==> src/rtl/fan_duty_ctrl_if.sv <==
// Temperature-sample and fan-duty signals between the sensor/PWM side and fan_duty_ctrl.
// master drives the sample; slave (the controller) drives duty and status.
interface fan_duty_ctrl_if;
    logic       temp_valid;
    logic [7:0] temp_data;
    logic [7:0] fan_duty;
    logic       fail_safe;
    logic [7:0] temp_latched;

    modport master (
        output temp_valid,
        output temp_data,
        input  fan_duty,
        input  fail_safe,
        input  temp_latched
    );

    modport slave (
        input  temp_valid,
        input  temp_data,
        output fan_duty,
        output fail_safe,
        output temp_latched
    );
endinterface

==> src/rtl/fan_duty_ctrl.sv <==
// Temperature-to-fan-duty controller: piecewise-linear curve, falling hysteresis,
// sensor-loss watchdog with full-speed fail-safe. FAN_SLEW_EN adds duty slew limiting.
module fan_duty_ctrl #(
    parameter int T_LOW         = 35,
    parameter int T_HIGH        = 70,
    parameter int DUTY_MIN      = 60,
    parameter int DUTY_MAX      = 222,
    parameter int DUTY_STEP     = 4,
    parameter int DUTY_INIT     = 150,
    parameter int HYST          = 3,
    parameter int TIMEOUT_TICKS = 6250000
`ifdef FAN_SLEW_EN
    ,
    parameter int SLEW_TICKS    = 7812
`endif
) (
    input  logic            clk0,
    input  logic            rstn,
    fan_duty_ctrl_if.slave  bus
);

    localparam int WD_W = $clog2(TIMEOUT_TICKS + 1);

    localparam logic signed [8:0] T_LOW_S  = 9'(T_LOW);
    localparam logic signed [8:0] T_HIGH_S = 9'(T_HIGH);
    localparam logic signed [8:0] HYST_S   = 9'(HYST);
    localparam logic [9:0] DUTY_MIN_U  = 10'(DUTY_MIN);
    localparam logic [9:0] DUTY_MAX_U  = 10'(DUTY_MAX);
    localparam logic [9:0] DUTY_STEP_U = 10'(DUTY_STEP);
    localparam logic [9:0] T_LOW_U     = 10'(T_LOW);

    typedef enum logic [1:0] {
        ST_INIT,
        ST_RUN,
        ST_FAILSAFE
    } state_t;

    state_t            state_q;
    logic [7:0]        fan_duty_q;
    logic              fail_safe_q;
    logic [7:0]        temp_latched_q;
    logic [WD_W-1:0]   wd_q;
    logic [1:0]        vcnt_q;

    logic              sample_ok;
    logic              sample_err;
    logic [WD_W-1:0]   wd_inc;
    logic              wd_expire;
    logic signed [8:0] lat_s;
    logic signed [8:0] new_s;
    logic              accept_new;
    logic [9:0]        ramp_u;
    logic [7:0]        target_duty;
    logic [7:0]        run_duty;

    assign sample_ok  = bus.temp_valid && (bus.temp_data != 8'h80);
    assign sample_err = bus.temp_valid && (bus.temp_data == 8'h80);

    assign wd_inc    = wd_q + WD_W'(1);
    assign wd_expire = (wd_inc == WD_W'(TIMEOUT_TICKS));

    // Sign-extend to 9 bits so the hysteresis threshold cannot wrap.
    assign lat_s      = {temp_latched_q[7], temp_latched_q};
    assign new_s      = {bus.temp_data[7], bus.temp_data};
    assign accept_new = (new_s > lat_s) || (new_s <= (lat_s - HYST_S));

    assign ramp_u = DUTY_MIN_U + (({2'b00, temp_latched_q} - T_LOW_U) * DUTY_STEP_U);

    always_comb begin
        target_duty = 8'(DUTY_MIN);
        if (lat_s <= T_LOW_S) begin
            target_duty = 8'(DUTY_MIN);
        end else if (lat_s >= T_HIGH_S) begin
            target_duty = 8'(DUTY_MAX);
        end else if (ramp_u > DUTY_MAX_U) begin
            target_duty = 8'(DUTY_MAX);
        end else begin
            target_duty = ramp_u[7:0];
        end
    end

`ifdef FAN_SLEW_EN
    localparam int SL_W = $clog2(SLEW_TICKS + 1);

    logic [SL_W-1:0] slew_q;
    logic [SL_W-1:0] slew_d;
    logic [SL_W-1:0] slew_inc;

    assign slew_inc = slew_q + SL_W'(1);

    // The step counter only runs while duty and target disagree; a reversal
    // keeps the count so the direction change lands on the next step.
    always_comb begin
        run_duty = fan_duty_q;
        slew_d   = '0;
        if (fan_duty_q != target_duty) begin
            if (slew_inc == SL_W'(SLEW_TICKS)) begin
                run_duty = (target_duty > fan_duty_q) ? (fan_duty_q + 8'd1)
                                                      : (fan_duty_q - 8'd1);
            end else begin
                slew_d = slew_inc;
            end
        end
    end

    always_ff @(posedge clk0 or negedge rstn) begin
        if (!rstn) begin
            slew_q <= '0;
        end else if (state_q == ST_RUN) begin
            slew_q <= slew_d;
        end else begin
            slew_q <= '0;
        end
    end
`else
    assign run_duty = target_duty;
`endif

    always_ff @(posedge clk0 or negedge rstn) begin
        if (!rstn) begin
            state_q        <= ST_INIT;
            fan_duty_q     <= 8'(DUTY_INIT);
            fail_safe_q    <= 1'b0;
            temp_latched_q <= '0;
            wd_q           <= '0;
            vcnt_q         <= '0;
        end else begin
            case (state_q)
                ST_INIT: begin
                    fan_duty_q <= 8'(DUTY_INIT);
                    if (sample_ok) begin
                        temp_latched_q <= bus.temp_data;
                        wd_q           <= '0;
                        state_q        <= ST_RUN;
                    end else if (wd_expire) begin
                        state_q     <= ST_FAILSAFE;
                        fail_safe_q <= 1'b1;
                        fan_duty_q  <= 8'(DUTY_MAX);
                        wd_q        <= '0;
                        vcnt_q      <= '0;
                    end else begin
                        wd_q <= wd_inc;
                    end
                end
                ST_RUN: begin
                    fan_duty_q <= run_duty;
                    // A valid sample on the expiry cycle keeps us running.
                    if (sample_ok) begin
                        if (accept_new) begin
                            temp_latched_q <= bus.temp_data;
                        end
                        wd_q <= '0;
                    end else if (wd_expire) begin
                        state_q     <= ST_FAILSAFE;
                        fail_safe_q <= 1'b1;
                        fan_duty_q  <= 8'(DUTY_MAX);
                        wd_q        <= '0;
                        vcnt_q      <= '0;
                    end else begin
                        wd_q <= wd_inc;
                    end
                end
                ST_FAILSAFE: begin
                    fan_duty_q <= 8'(DUTY_MAX);
                    wd_q       <= '0;
                    if (sample_ok) begin
                        if (vcnt_q == 2'd1) begin
                            temp_latched_q <= bus.temp_data;
                            fail_safe_q    <= 1'b0;
                            vcnt_q         <= '0;
                            state_q        <= ST_RUN;
                        end else begin
                            vcnt_q <= vcnt_q + 2'd1;
                        end
                    end else if (sample_err) begin
                        vcnt_q <= '0;
                    end
                end
                default: begin
                    state_q <= ST_INIT;
                end
            endcase
        end
    end

    assign bus.fan_duty     = fan_duty_q;
    assign bus.fail_safe    = fail_safe_q;
    assign bus.temp_latched = temp_latched_q;

endmodule

==> src/flat_wrapper.sv <==
// flat-port wrapper written by rule: the top's interface ports become plain ports
module fan_duty_ctrl_flat 
#(
    parameter int T_LOW         = 35,
    parameter int T_HIGH        = 70,
    parameter int DUTY_MIN      = 60,
    parameter int DUTY_MAX      = 222,
    parameter int DUTY_STEP     = 4,
    parameter int DUTY_INIT     = 150,
    parameter int HYST          = 3,
    parameter int TIMEOUT_TICKS = 6250000

)
  (clk0, rstn, bus_temp_valid, bus_temp_data, bus_fan_duty, bus_fail_safe, bus_temp_latched);
  fan_duty_ctrl_if bus_i ();
  input  logic clk0;
  input  logic rstn;
  input wire logic [$bits(bus_i.temp_valid)-1:0] bus_temp_valid;
  input wire logic [$bits(bus_i.temp_data)-1:0] bus_temp_data;
  output wire logic [$bits(bus_i.fan_duty)-1:0] bus_fan_duty;
  output wire logic [$bits(bus_i.fail_safe)-1:0] bus_fail_safe;
  output wire logic [$bits(bus_i.temp_latched)-1:0] bus_temp_latched;
  assign bus_i.temp_valid = bus_temp_valid;
  assign bus_i.temp_data = bus_temp_data;
  assign bus_fan_duty = bus_i.fan_duty;
  assign bus_fail_safe = bus_i.fail_safe;
  assign bus_temp_latched = bus_i.temp_latched;
  fan_duty_ctrl #(.T_LOW(T_LOW), .T_HIGH(T_HIGH), .DUTY_MIN(DUTY_MIN), .DUTY_MAX(DUTY_MAX), .DUTY_STEP(DUTY_STEP), .DUTY_INIT(DUTY_INIT), .HYST(HYST), .TIMEOUT_TICKS(TIMEOUT_TICKS)) u_core (.clk0(clk0), .rstn(rstn), .bus(bus_i));
endmodule
==> config.mk <==
export PLATFORM = sky130hd
export DESIGN_NAME = fan_duty_ctrl_flat
export DESIGN_NICKNAME = d
export VERILOG_FILES = /design/src/rtl/fan_duty_ctrl_if.sv /design/src/rtl/fan_duty_ctrl.sv /design/src/flat_wrapper.sv
export SDC_FILE = /design/constraint.sdc
export NUM_CORES = 1
export LEC_CHECK = 0
export ABC_AREA = 1
export BUFFER_PORTS_ARGS = -buffer_cell sky130_fd_sc_hd__buf_4
export CAP_MARGIN = 20
export CORE_MARGIN = 2
export CORE_UTILIZATION = 48
export DETAILED_ROUTE_END_ITERATION = 12
export PLACE_DENSITY = 0.69
export SYNTH_ARGS = -nofsm -noshare
export SYNTH_HDL_FRONTEND = slang
export SYNTH_SLANG_ARGS = --single-unit
==> constraint.sdc <==
create_clock -name clk0 -period 2.65 [get_ports clk0]
set_clock_uncertainty 0.15 [all_clocks]
set_input_delay 0.795 -clock clk0 [delete_from_list [all_inputs] [get_ports clk0]]
set_output_delay 0.795 -clock clk0 [all_outputs]
set_load 0.01 [all_outputs]
After elaboration in Yosys (flattened, before gate mapping)
Index checks and enable logic that the tools add are counted.
{ "op_classes": {"addsub": 5, "order_cmp": 5, "n_eq_ne": 15, "muxes": 34, "reduce_logical": 11} }
{ "ops": {"columns": ["operator", "count"], "rows": [
  ["8-bit 2-to-1 mux", 11],
  ["8-bit case mux with 3 select lines", 2],
  ["23-bit 2-to-1 mux", 2],
  ["23-bit case mux with 2 select lines", 1],
  ["23-bit by 1-bit adder with 23-bit output, second input constant", 1],
  ["23-bit equality test, second input constant", 1],
  ["2-bit 2-to-1 mux", 10],
  ["2-bit by 1-bit != test with 1-bit output, second input constant", 6],
  ["6-bit by 10-bit adder with 10-bit output, first input constant", 1],
  ["10-bit by 8-bit > comparator with 1-bit output, second input constant", 1],
  ["8-bit by 9-bit <= comparator with 1-bit output", 1],
  ["8-bit by 3-bit subtractor with 9-bit output, second input constant", 1],
  ["8-bit equality test, second input constant", 1],
  ["8-bit greater-or-equal comparator, second input constant", 1],
  ["8-bit > comparator", 1],
  ["8-bit by 7-bit <= comparator with 1-bit output, second input constant", 1],
  ["8-bit != test, second input constant", 1],
  ["8-bit by 6-bit subtractor with 8-bit output, second input constant", 1],
  ["7-bit 2-to-1 mux", 1],
  ["2-bit case mux with 3 select lines", 1],
  ["6-bit AND reduction", 1],
  ["5-bit AND reduction", 1],
  ["2-bit by 1-bit equality test with 1-bit output, second input constant", 2],
  ["1-bit 2-to-1 mux", 4],
  ["other kinds (14)", 16]
]} }
{ "word_totals": {"reg_bits": 44, "input_bits": 11, "output_inout_bits": 17, "elab_cells": 76} }

Logic depth before layout (Yosys ltp)
Gate-level depths: netlist of run 1.
{ "depth": {"word_depth": 9, "mapped_depth": 19, "mapped_depth_nobuf": 19} }

Least setup slack after synthesis of run 1
No wires, ideal clock.
{ "synth_timing": {"path_type": "register to register", "from": "register u_core.temp_latched_q[0], in the netlist u_core.bus.temp_latched[0]", "to": "register u_core.temp_latched_q[0], in the netlist u_core.bus.temp_latched[0]", "setup_time_ns": 0.130, "arrival_ns": 2.677, "required_ns": 2.370, "path_slack_ns": -0.306, "stages_incl_launch_ff": 19, "n_path_buf": 0, "synth_period_minus_slack_ns": 2.956, "cell_sequence": "dfrtp_1 -> ha_1 -> inv_1 -> nand3_1 -> nor2_1 -> a21oi_1 -> ha_1 -> nand2_1 -> nor2_1 -> nand2_1 -> o211ai_1 -> xor2_1 -> a21oi_1 -> nand2_1 -> nand2_1 -> nand2_1 -> nand2_1 -> nand2_1 -> o21ai_0"} }
{ "synth_between": {"elab_chain_cells": 5, "word_cells_on_any_way": 6, "classes_between": "add/sub: 1; order compare: 2; eq/ne: 1; reduce/logical: 2"} }
{ "synth_rtl": {"columns": ["element", "line", "rtl"], "rows": [
  ["start: declaration", "fan_duty_ctrl.sv:41", "logic [7:0] temp_latched_q;"],
  ["start signal: assignment", "fan_duty_ctrl.sv:132", "temp_latched_q <= bus.temp_data;"],
  ["start signal: assignment", "fan_duty_ctrl.sv:150", "temp_latched_q <= bus.temp_data;"],
  ["start signal: assignment", "fan_duty_ctrl.sv:168", "temp_latched_q <= bus.temp_data;"],
  ["8-bit by 3-bit subtractor with 9-bit output", "fan_duty_ctrl.sv:65", "assign accept_new = (new_s > lat_s) || (new_s <= (lat_s - HYST_S));"],
  ["8-bit by 9-bit <= comparator with 1-bit output", "fan_duty_ctrl.sv:65", null],
  ["1-bit logical OR (*)", "fan_duty_ctrl.sv:65", null],
  ["2-bit by 1-bit != test with 1-bit output (no line) (*)", null, null],
  ["6-bit AND reduction (no line) (*)", null, null]
]} }
Mark *: on every way between the ends. The rest lies on a longest branch, timed or not.
A chain may end at the register's enable or synchronous reset.

Worst setup path in the final report of run 1
{ "layout_timing": {"from": "register u_core.temp_latched_q[0], in the netlist u_core.bus.temp_latched[0]", "to": "register u_core.temp_latched_q[4], in the netlist u_core.bus.temp_latched[4]"} }
The elaborated chain is that of the path after synthesis.

==> impl_results.md, run 1 <==
* Startpoint of the lowest-slack register-to-register path: u_core.bus.temp_latched[0]
* Adder-cell share of the synthesized area at 0.0844
* Slew of the pin with the lowest slew margin at 584 ps
* Area added between synthesis and finish at 27.4%
* Switching component of the power at 1.85 mW
* Post-layout nets at 657
* Largest net degree at the start of global routing at 44
* CP Capture Type: flip-flop
* Wire length of the first global-routing pass at 17100 um
* Run status: complete, but fails checks
* Simple-gate share of the synthesized area at 0.386
* CP max stage delay at 450 ps
* Synth async-reset ratio at 1.00
* Nets in the synthesized netlist at 581
* Total global routing track utilization at 0.258
* TritonRoute pass-1 iters at 5
* Clock network fraction of total power at 0.131
* Critical path start-end classification: flip-flop to flip-flop
* Endpoint arrival time on the critical path at 2860 ps
* Register-to-register setup slack at -160 ps
* Highest attainable clock frequency at 356 MHz
* Average cell area after synthesis at 6.52 sq um
* Type of the most critical hold path: primary input to asynchronous set/reset pin
* Clock-pin slew reported for the worst setup and hold paths after clock tree synthesis at 90 ps
* Worst relative slew slack at 0.610
* Root Buffer: clkbuf_8
* Worst skew pair latency at 310 ps
* Hold slack at 328 ps
* Combinational family with the most area after synthesis: simple AND/OR/NAND/NOR gates
* Worst Reg-to-Reg Cells at 18
* DRC at 0
* Seq pwr share at 0.226
* Overall die height at 90.1 um
* Portion of the post-synthesis area used by sequential elements at 0.304
* Floorplan Core Area at 7210 sq um
* Final period util at 1.06
* Worst R2R End: u_core.bus.temp_latched[4]
* Multi-input gate area at 2330 sq um
* Number of max-slew violations in the final report at 0
* Crit path to: u_core.bus.temp_latched[4]
* Total clock sinks at 43
* Setup repair after global routing missed its margin: true
* Critical path required time at 2700 ps
* Combinational group share of total power at 0.643
* Number of antenna repair diodes at 0
* Maximum clock path buffer count at 2
* Number of failing hold endpoints at the final stage at 0
* Number of buffers inserted by hold repair at cts at 0
* Grt total ovfl at 0
* Via count at 3874
* Share of layout cells above drive strength 1 at 0.228
* Drt via density at 5.37
* Compound-cell area share of the yosys netlist at 0.108
* Number of buffers added by the clock tree synthesis step at 5
* Time the final worst path needs with I/O delays and setup at 2810 ps
* Highest-count cells in the layout ignoring fill and taps: 153 x nand2_1, 79 x buf_4, 66 x inv_1, 53 x nor2_1, 52 x nand3_1
* Post-synthesis instance area at 3560 sq um
* Count of synthesis-stage warnings from yosys at 0
* Net Sw Frac at 0.443
* Failing checks: setup timing
* Area of all sequential standard cells at 1090 sq um
* Max_cap viols at 0
* Number of global-route vias before repair at 3806
* Core Rows at 31
* Total length of routed wires at 10300 um
* Number of enable flip-flop cells after synthesis at 0
* RD Place Congestion at 0.955
* First element of the critical path: u_core.bus.temp_latched[0]
* Final core utilization at 0.629
* Layout fillers at 669
* DRC violation total after the first TritonRoute iteration at 177
* I/O Pins at 28
* CTS H-tree depth at 2
* Post-DR wirelength/cell at 14.3 um
* Cell count after synthesis at 546
* Number of antenna violations at the first check in global routing at 0
* Number of synthesized register bits at 43
* Remaining antenna violation count after routing at 0
* Most common library cell in the layout ignoring fill and taps: nand2_1
* Post-synth top flop: dfrtp_1
* Die area at 8120 sq um
* Worst-case setup slack after placement at -189 ps
* Chip width at 90.1 um
* IO buf count at 26
* Worst-case setup margin in the final layout at -159 ps
* Power per unit of standard cell area at 921 nW/um^2
* Netlist cell types at 40
* Critical path, cell by cell: ha_4, inv_4, nand3_4, nor2_4, xor2_1, ha_1, nand2_2, nor2_4, nand2_2, o211ai_1, xor2_1, a21oi_1, nand2_1, nand2_2, nand2_4, nand2_4, nand2_1, nand2_1
* Share of synthesized area spent on multiplexers at 0
* Initial standard-cell utilization of the core at 0.493
* Internal portion of total power at 2.33 mW
* Largest driver fanout on the critical path at 8
* CP startpoint kind: flip-flop
* Parity-gate share of the synthesized area counting xor and xnor cells at 0.0246
* CP max-delay cell: dfrtp_2
* DP HPWL at 7720 um
* Clock tree from TritonCTS: built
* Maximum vdd drop at 746 uV
* Total of endpoints with negative setup slack in the final report at 8
* Standby leakage power at 2.19 nW
[registers in the layout, indices dropped and copies added, names as in the netlist]
name / flops
u_core.wd_q: 23
u_core.bus.temp_latched: 8
u_core.bus.fan_duty: 7
u_core.state_q: 2
u_core.vcnt_q: 2
u_core.bus.fail_safe: 1
[logic make-up after synthesis]
logic type,after synthesis
and+or+nand+nor,316
buffers and inverters,85
xor gates and xnor gates,10
AOI/OAI and AO/OA,67
adders and majority gates,24
other,1
DFF,43
[metal layers]
layer  vias up  GRT usage  share of wire
li1       1922          -              -
met1      1823      0.316           0.43
met2       106      0.459           0.50
met3        23     0.0293          0.045
met4         0      0.106          0.023
met5         -          0              0
[stage by stage]
| step | std cells | TNS (ps) | instance area [sq um] | total power [mW] |
|---|---|---|---|---|
| 3_5_place_dp | 703 | -1190 | 4210 | 3.38 |
| 5_1_grt | 722 | -2690 | 4530 | 4.55 |
| 3_3_place_gp | 703 | -1050 | 4210 | 3.33 |
| 6_report | 722 | -1130 | 4530 | 4.18 |
| 4_1_cts | 713 | -213 | 4380 | 4.05 |
| 2_1_floorplan | 546 | -190 | 3610 | 2.41 |
[final cells by class]
class                   instances  area share
repair buffers                 79       0.131
clock buffers                   6      0.0182
flip-flops and latches         43       0.240
multi-input cells             419       0.514
inverters                      74      0.0624
clock inverters                 2     0.00773
well taps                      99      0.0273
[worst min path at each step]
stage	from	endpoint	slack (ps)	cells past startpoint
after CTS	rstn	u_core.wd_q[2]	350	1
after detailed placement	u_core.bus.fail_safe	u_core.bus.fail_safe	320	2
after global placement	u_core.bus.fail_safe	u_core.bus.fail_safe	320	2
after global routing	u_core.bus.fan_duty[7]	u_core.bus.fan_duty[7]	370	2
after floorplan	u_core.vcnt_q[1]	u_core.vcnt_q[1]	320	2
final	rstn	u_core.wd_q[2]	330	1
[cells in the mapped netlist, types with 2 or more instances]
master | instances | share of area
clkbuf_1 | 5 | 0.0053
o21ai_1 | 5 | 0.0070
a32o_1 | 2 | 0.0056
ha_1 | 24 | 0.084
o22ai_1 | 4 | 0.0070
dfstp_2 | 4 | 0.030
nand4_1 | 12 | 0.021
o21a_1 | 2 | 0.0042
o21ai_0 | 23 | 0.032
dfrtp_1 | 39 | 0.27
a31oi_1 | 3 | 0.0053
inv_2 | 3 | 0.0032
nor2_2 | 4 | 0.0070
nor4_1 | 4 | 0.0070
clkinv_1 | 3 | 0.0032
nand2_1 | 162 | 0.17
and2_1 | 3 | 0.0053
a21oi_1 | 19 | 0.027
nand3_1 | 54 | 0.076
nand3_2 | 2 | 0.0056
buf_2 | 4 | 0.0056
nor3_1 | 4 | 0.0056
nand2_2 | 5 | 0.0088
inv_1 | 68 | 0.072
nor2_1 | 61 | 0.064
xor2_1 | 9 | 0.022
nor2_4 | 3 | 0.0095
o211ai_1 | 3 | 0.0063
[worst max-delay path, delay by kind of cell, from the launching register on]
| family | cells | cell delay, ps |
|---|---|---|
| AOI/OAI and AO/OA | 2 | 260 |
| and+or+nand+nor | 11 | 1020 |
| adders and majority gates | 2 | 510 |
| DFF | 1 | 450 |
| buffers and inverters | 1 | 70 |
| xor gates and xnor gates | 2 | 250 |
[what timing repair did]
| action | in CTS | in global routing |
|---|---|---|
| cloned | 1 | 0 |
| endpoints found under the setup margin | 8 | 29 |
| pin swaps | 6 | 14 |
| resized for setup | 7 | 25 |
| buffers inserted | 1 | 9 |
[power groups by stage]
| stage | registers, mW | clock network, mW | logic [mW] |
|---|---|---|---|
| final | 0.944 | 0.549 | 2.68 |
| after CTS | 0.939 | 0.564 | 2.55 |
| after global routing | 0.961 | 0.585 | 3.00 |
| after floorplan | 1.00 | 0 | 1.41 |
| after global placement | 0.945 | 0 | 2.39 |
| after detailed placement | 0.951 | 0 | 2.43 |
No activity file was read; power rests on OpenSTA's default activity.
==> inputs of run 2 (changes only) <==
SETUP_SLACK_MARGIN = 0.02   (was unset)
==> run 2 against run 1 <==
The flow still finishes with violations (setup timing). Sequential share of layout area is essentially flat. Worst hold slack improved by 6.2 ps. Die area did not move. Worst setup slack better by 7.2 ps. Final cell count is the same. Power is essentially flat.
==> impl_results.md, run 2 (synthesis results as in run 1) <==
* Run status: complete, but fails checks
* Failing checks: setup timing
* Register-to-register setup slack at -150 ps
* Accumulated negative setup slack at -1090 ps
* Critical path start-end classification: flip-flop to flip-flop
* Drt via density at 5.40
* Die area at 8120 sq um
* DP HPWL at 7720 um
* Maximum vdd drop at 747 uV
* Crit path to: u_core.bus.temp_latched[4]
* Standby leakage power at 2.19 nW
* TritonRoute pass-1 iters at 5
* Remaining antenna violation count after routing at 0
* Maximum clock path buffer count at 2
* Wire length of the first global-routing pass at 17100 um
* Grt total ovfl at 0
* CTS H-tree depth at 2
* Most common library cell in the layout ignoring fill and taps: nand2_1
* Floorplan Core Area at 7210 sq um
* Highest-count cells in the layout ignoring fill and taps: 153 x nand2_1, 79 x buf_4, 66 x inv_1, 53 x nor2_1, 52 x nand3_1
* Number of global-route vias before repair at 3806
* Worst relative slew slack at 0.610
* Initial standard-cell utilization of the core at 0.493
* Number of antenna violations at the first check in global routing at 0
* Worst Reg-to-Reg Cells at 18
* Flip-flop count of the largest register after layout at 23
* First element of the critical path: u_core.bus.temp_latched[0]
* Endpoint arrival time on the critical path at 2850 ps
* DRC violation total after the first TritonRoute iteration at 176
* DRC at 0
* Post-DR wirelength/cell at 14.4 um
* CP startpoint kind: flip-flop
* Setup repair after global routing missed its margin: true
* Final period util at 1.06
* Total global routing track utilization at 0.258
* Number of max-slew violations in the final report at 0
* CP Capture Type: flip-flop
* Worst skew pair latency at 310 ps
* Startpoint of the lowest-slack register-to-register path: u_core.bus.temp_latched[0]
* Worst R2R End: u_core.bus.temp_latched[4]
* Largest net degree at the start of global routing at 44
* Number of failing hold endpoints at the final stage at 0
* Root Buffer: clkbuf_8
* I/O Pins at 28
* Slew of the pin with the lowest slew margin at 586 ps
* Clock tree from TritonCTS: built
* Total of endpoints with negative setup slack in the final report at 8
* Type of the most critical hold path: primary input to asynchronous set/reset pin
* Layout fillers at 665
* Total clock sinks at 43
* Number of buffers inserted by hold repair at cts at 0
* Top register by number of flip-flops: u_core.wd_q
* Number of antenna repair diodes at 0
* Largest driver fanout on the critical path at 8
* Final core utilization at 0.630
* Chip width at 90.1 um
* Worst-case setup margin in the final layout at -152 ps
* Area added between synthesis and finish at 27.6%
* RD Place Congestion at 0.955
* Number of buffers added by the clock tree synthesis step at 5
* Share of layout cells above drive strength 1 at 0.230
* Total length of routed wires at 10400 um
* Power per unit of standard cell area at 920 nW/um^2
* Overall die height at 90.1 um
* Clock-pin slew reported for the worst setup and hold paths after clock tree synthesis at 90 ps
* Max_cap viols at 0
* Core Rows at 31
* Critical path required time at 2700 ps
* IO buf count at 26
* Time the final worst path needs with I/O delays and setup at 2800 ps
* Post-layout nets at 657
* Highest attainable clock frequency at 357 MHz
* Via count at 3901
## run 2: changes by cell type in the layout (fill, tap and decap cells not counted)
cell | previous run | this run
dfrtp_1 | 35 | 34
dfrtp_2 | 4 | 5
nand3_2 | 2 | 1
nand3_4 | 2 | 3
## run 2: where the power goes
group,internal (mW),switching (mW),total (mW),leakage [nW]
registers,0.813,0.131,0.945,0.554
clock network,0.305,0.244,0.549,0.0612
logic,1.21,1.48,2.69,1.58
## run 2: worst min path at each step
stage / startpoint / to / slack [ps]
finish: rstn / u_core.wd_q[4] / 330
CTS: rstn / u_core.wd_q[2] / 350
global placement: u_core.bus.fail_safe / u_core.bus.fail_safe / 320
floorplan: u_core.vcnt_q[1] / u_core.vcnt_q[1] / 320
detailed placement: u_core.bus.fail_safe / u_core.bus.fail_safe / 320
global route: u_core.bus.fan_duty[7] / u_core.bus.fan_duty[7] / 370
## run 2: timing repair
action	in CTS	in global routing
gates cloned	1	0
endpoints found under the setup margin	8	31
pin swaps	6	17
setup buffers	1	9
gates resized for setup	7	27
## run 2: critical path, stage by stage, from the launching register on
cell and delay [ps]:
dfrtp_2 450, ha_4 180, inv_4 70, nand3_4 90
nor2_4 150, xor2_1 80, ha_1 330, nand2_2 90
nor2_4 140, nand2_2 60, o211ai_1 200, xor2_1 160
a21oi_1 60, nand2_1 80, nand2_2 60, nand2_4 140
nand2_4 90, nand2_1 70, nand2_1 50
## run 2: final cells by class
type | instances | area, sq um | area share
inverters | 74 | 283 | 0.0622
clock buffers | 6 | 82.6 | 0.0182
multi-input cells | 419 | 2340 | 0.515
flip-flops and latches | 43 | 1090 | 0.239
well taps | 99 | 124 | 0.0273
repair buffers | 79 | 593 | 0.131
clock inverters | 2 | 35.0 | 0.00771
## run 2: through the flow
stage / cell area, sq um / hold slack [ps] / std cells / setup slack, ps / total power, mW
global route: 4540 / 368 / 722 / -354 / 4.55
CTS: 4380 / 348 / 713 / -41.6 / 4.05
global placement: 4210 / 320 / 703 / -150 / 3.33
floorplan: 3610 / 323 / 546 / -38.2 / 2.41
detailed placement: 4210 / 325 / 703 / -189 / 3.38
finish: 4540 / 334 / 722 / -152 / 4.18
## run 2: metal layers
metal / routed length [um] / GRT usage / part of all wire / vias up
li1: - / - / - / 1924
met1: 4470 / 0.316 / 0.43 / 1835
met2: 5110 / 0.459 / 0.49 / 113
met3: 478 / 0.0293 / 0.046 / 29
met4: 326 / 0.106 / 0.031 / 0
met5: 0 / 0 / 0 / -
==> inputs of run 3 (changes only) <==
--- a/constraint.sdc
+++ b/constraint.sdc
@@ -3,3 +3,3 @@
 set_input_delay 0.795 -clock clk0 [delete_from_list [all_inputs] [get_ports clk0]]
 set_output_delay 0.795 -clock clk0 [all_outputs]
-set_load 0.01 [all_outputs]
+set_load 0.005 [all_outputs]
==> run 3 against run 2 <==
The flow still finishes with violations (setup timing). Sequential share of layout area grew 0.12 points. Critical path depth shrank 1. Maximum frequency grew 3.1%. Final cell count shrank 0.83%. Flip-flop and latch count is the same. Clock-buffer cell count grew 1. Wire length shrank 3.7%. Sequential power shrank 0.6%. Combinational power is essentially flat. Critical path type unchanged. Largest cell class unchanged. Largest power group unchanged. Highest routed layer unchanged.
==> impl_results.md, run 3 (synthesis results as in run 1) <==
* Run status: complete, but fails checks
* Failing checks: setup timing
* Post-layout nets at 651
* Root Buffer: clkbuf_8
* Number of antenna repair diodes at 0
* Chip width at 90.1 um
* Number of failing hold endpoints at the final stage at 0
* Drt via density at 5.30
* CP startpoint kind: flip-flop
* Layout fillers at 657
* CP Capture Type: flip-flop
* Highest attainable clock frequency at 368 MHz
* Floorplan Core Area at 7210 sq um
* Remaining antenna violation count after routing at 0
* Power per unit of standard cell area at 894 nW/um^2
* Wire length of the first global-routing pass at 17000 um
* Highest-count cells in the layout ignoring fill and taps: 150 x nand2_1, 73 x buf_4, 65 x inv_1, 51 x nor2_1, 51 x nand3_1
* Critical path, cell by cell: ha_4, inv_4, nand3_4, nor2_4, xor2_1, ha_1, a21oi_2, o21a_1, o211ai_1, xor2_1, a21oi_1, nand2_1, nand2_2, nand2_4, nand2_8, nand2_1, o21ai_1
* Area added between synthesis and finish at 26.9%
* DP HPWL at 7710 um
* Critical path required time at 2740 ps
* Slew of the pin with the lowest slew margin at 570 ps
* RD Place Congestion at 0.955
* Core Rows at 31
* Setup repair after global routing missed its margin: true
* CP max stage delay at 450 ps
* Share of layout cells above drive strength 1 at 0.237
* Final period util at 1.03
* Total length of routed wires at 10000 um
* Via count at 3792
* Largest driver fanout on the critical path at 8
* Number of buffers added by the clock tree synthesis step at 5
* Maximum vdd drop at 695 uV
* Endpoint arrival time on the critical path at 2810 ps
* CP max-delay cell: dfrtp_2
* Total clock sinks at 43
* Worst relative slew slack at 0.620
* Clock tree from TritonCTS: built
* Die area at 8120 sq um
* Grt total ovfl at 0
* Overall die height at 90.1 um
* Register-to-register setup slack at -70 ps
* DRC violation total after the first TritonRoute iteration at 238
* Maximum clock path buffer count at 2
* Most common library cell in the layout ignoring fill and taps: nand2_1
* Worst-case setup margin in the final layout at -67.8 ps
* Time the final worst path needs with I/O delays and setup at 2720 ps
* Standby leakage power at 2.16 nW
* Top register by number of flip-flops: u_core.wd_q
* Crit-path leading delay family: simple AND/OR/NAND/NOR gates
* IO buf count at 26
* Total of endpoints with negative setup slack in the final report at 8
* Max_cap viols at 0
* Clock-pin slew reported for the worst setup and hold paths after clock tree synthesis at 90 ps
* Worst skew pair latency at 310 ps
* CTS H-tree depth at 2
* I/O Pins at 28
* Initial standard-cell utilization of the core at 0.493
* Number of max-slew violations in the final report at 0
* Critical path start-end classification: flip-flop to flip-flop
* Hold slack at 327 ps
* Number of antenna violations at the first check in global routing at 0
* Post-DR wirelength/cell at 14.0 um
* Type of the most critical hold path: primary input to asynchronous set/reset pin
* Flip-flop count of the largest register after layout at 23
* Largest net degree at the start of global routing at 44
* Overall Power at 4.04 mW
* Total global routing track utilization at 0.258
* Number of buffer and inverter stages on the critical path at 1
* Number of global-route vias before repair at 3750
* DRC at 0
* Number of buffers inserted by hold repair at cts at 0
* TritonRoute pass-1 iters at 5
==> run 3: changes by cell type in the layout (fill, tap and decap cells not counted), sizes merged <==
cell,change
bufinv,-1
clkbuf,+1
buf,-6
==> run 3: per-layer routing <==
metal | part of all wire | vias up | global-route usage
li1 | - | 1913 | -
met1 | 0.44 | 1750 | 0.320
met2 | 0.48 | 103 | 0.446
met3 | 0.047 | 26 | 0.0352
met4 | 0.032 | 0 | 0.114
met5 | 0 | - | 0
==> run 3: worst paths after layout <==
kind	from	to	depth (start not counted)
max	u_core.bus.temp_latched[1]	u_core.bus.temp_latched[0]	17
min	rstn	u_core.wd_q[4]	1
max reg2reg	u_core.bus.temp_latched[1]	u_core.bus.temp_latched[0]	17
min reg2reg	u_core.bus.fail_safe	u_core.bus.fail_safe	2
max in group asynchronous	rstn	u_core.bus.temp_latched[1]	1
min in group clk0	u_core.bus.fail_safe	u_core.bus.fail_safe	2
==> run 3: report_power, final <==
group | total (mW) | internal [mW] | switching, mW | leakage [nW]
clock network | 0.429 | 0.186 | 0.244 | 0.0422
logic | 2.67 | 1.21 | 1.46 | 1.56
registers | 0.939 | 0.813 | 0.126 | 0.555
==> run 3: per-stage QoR <==
step                 util  worst slack, ps  instance area (sq um)  instances  setup TNS, ps
finish              0.626            -67.8                   4520        716           -433
global route        0.626             -278                   4520        716          -2060
CTS                 0.603            -31.0                   4350        712           -112
detailed placement  0.583             -224                   4210        703          -1600
global placement    0.583             -174                   4210        703          -1290
floorplan               -            -21.1                   3610        546          -77.7
==> run 3: what timing repair did <==
action | CTS | global route
buffers inserted | 1 | 3
setup endpoints to repair | 8 | 29
gates resized for setup | 12 | 34
gates cloned | 0 | 1
pin swaps | 7 | 12
==> run 3: cell type report <==
cell class                      count  area, sq um  area share
Sequential cell                    43         1090       0.241
Multi-Input combinational cell    419         2400       0.531
Clock inverter                      1         5.00     0.00111
Tap cell                           99          124      0.0274
Clock buffer                        7         76.3      0.0169
Inverter                           74          280      0.0621
Timing Repair Buffer               73          548       0.121
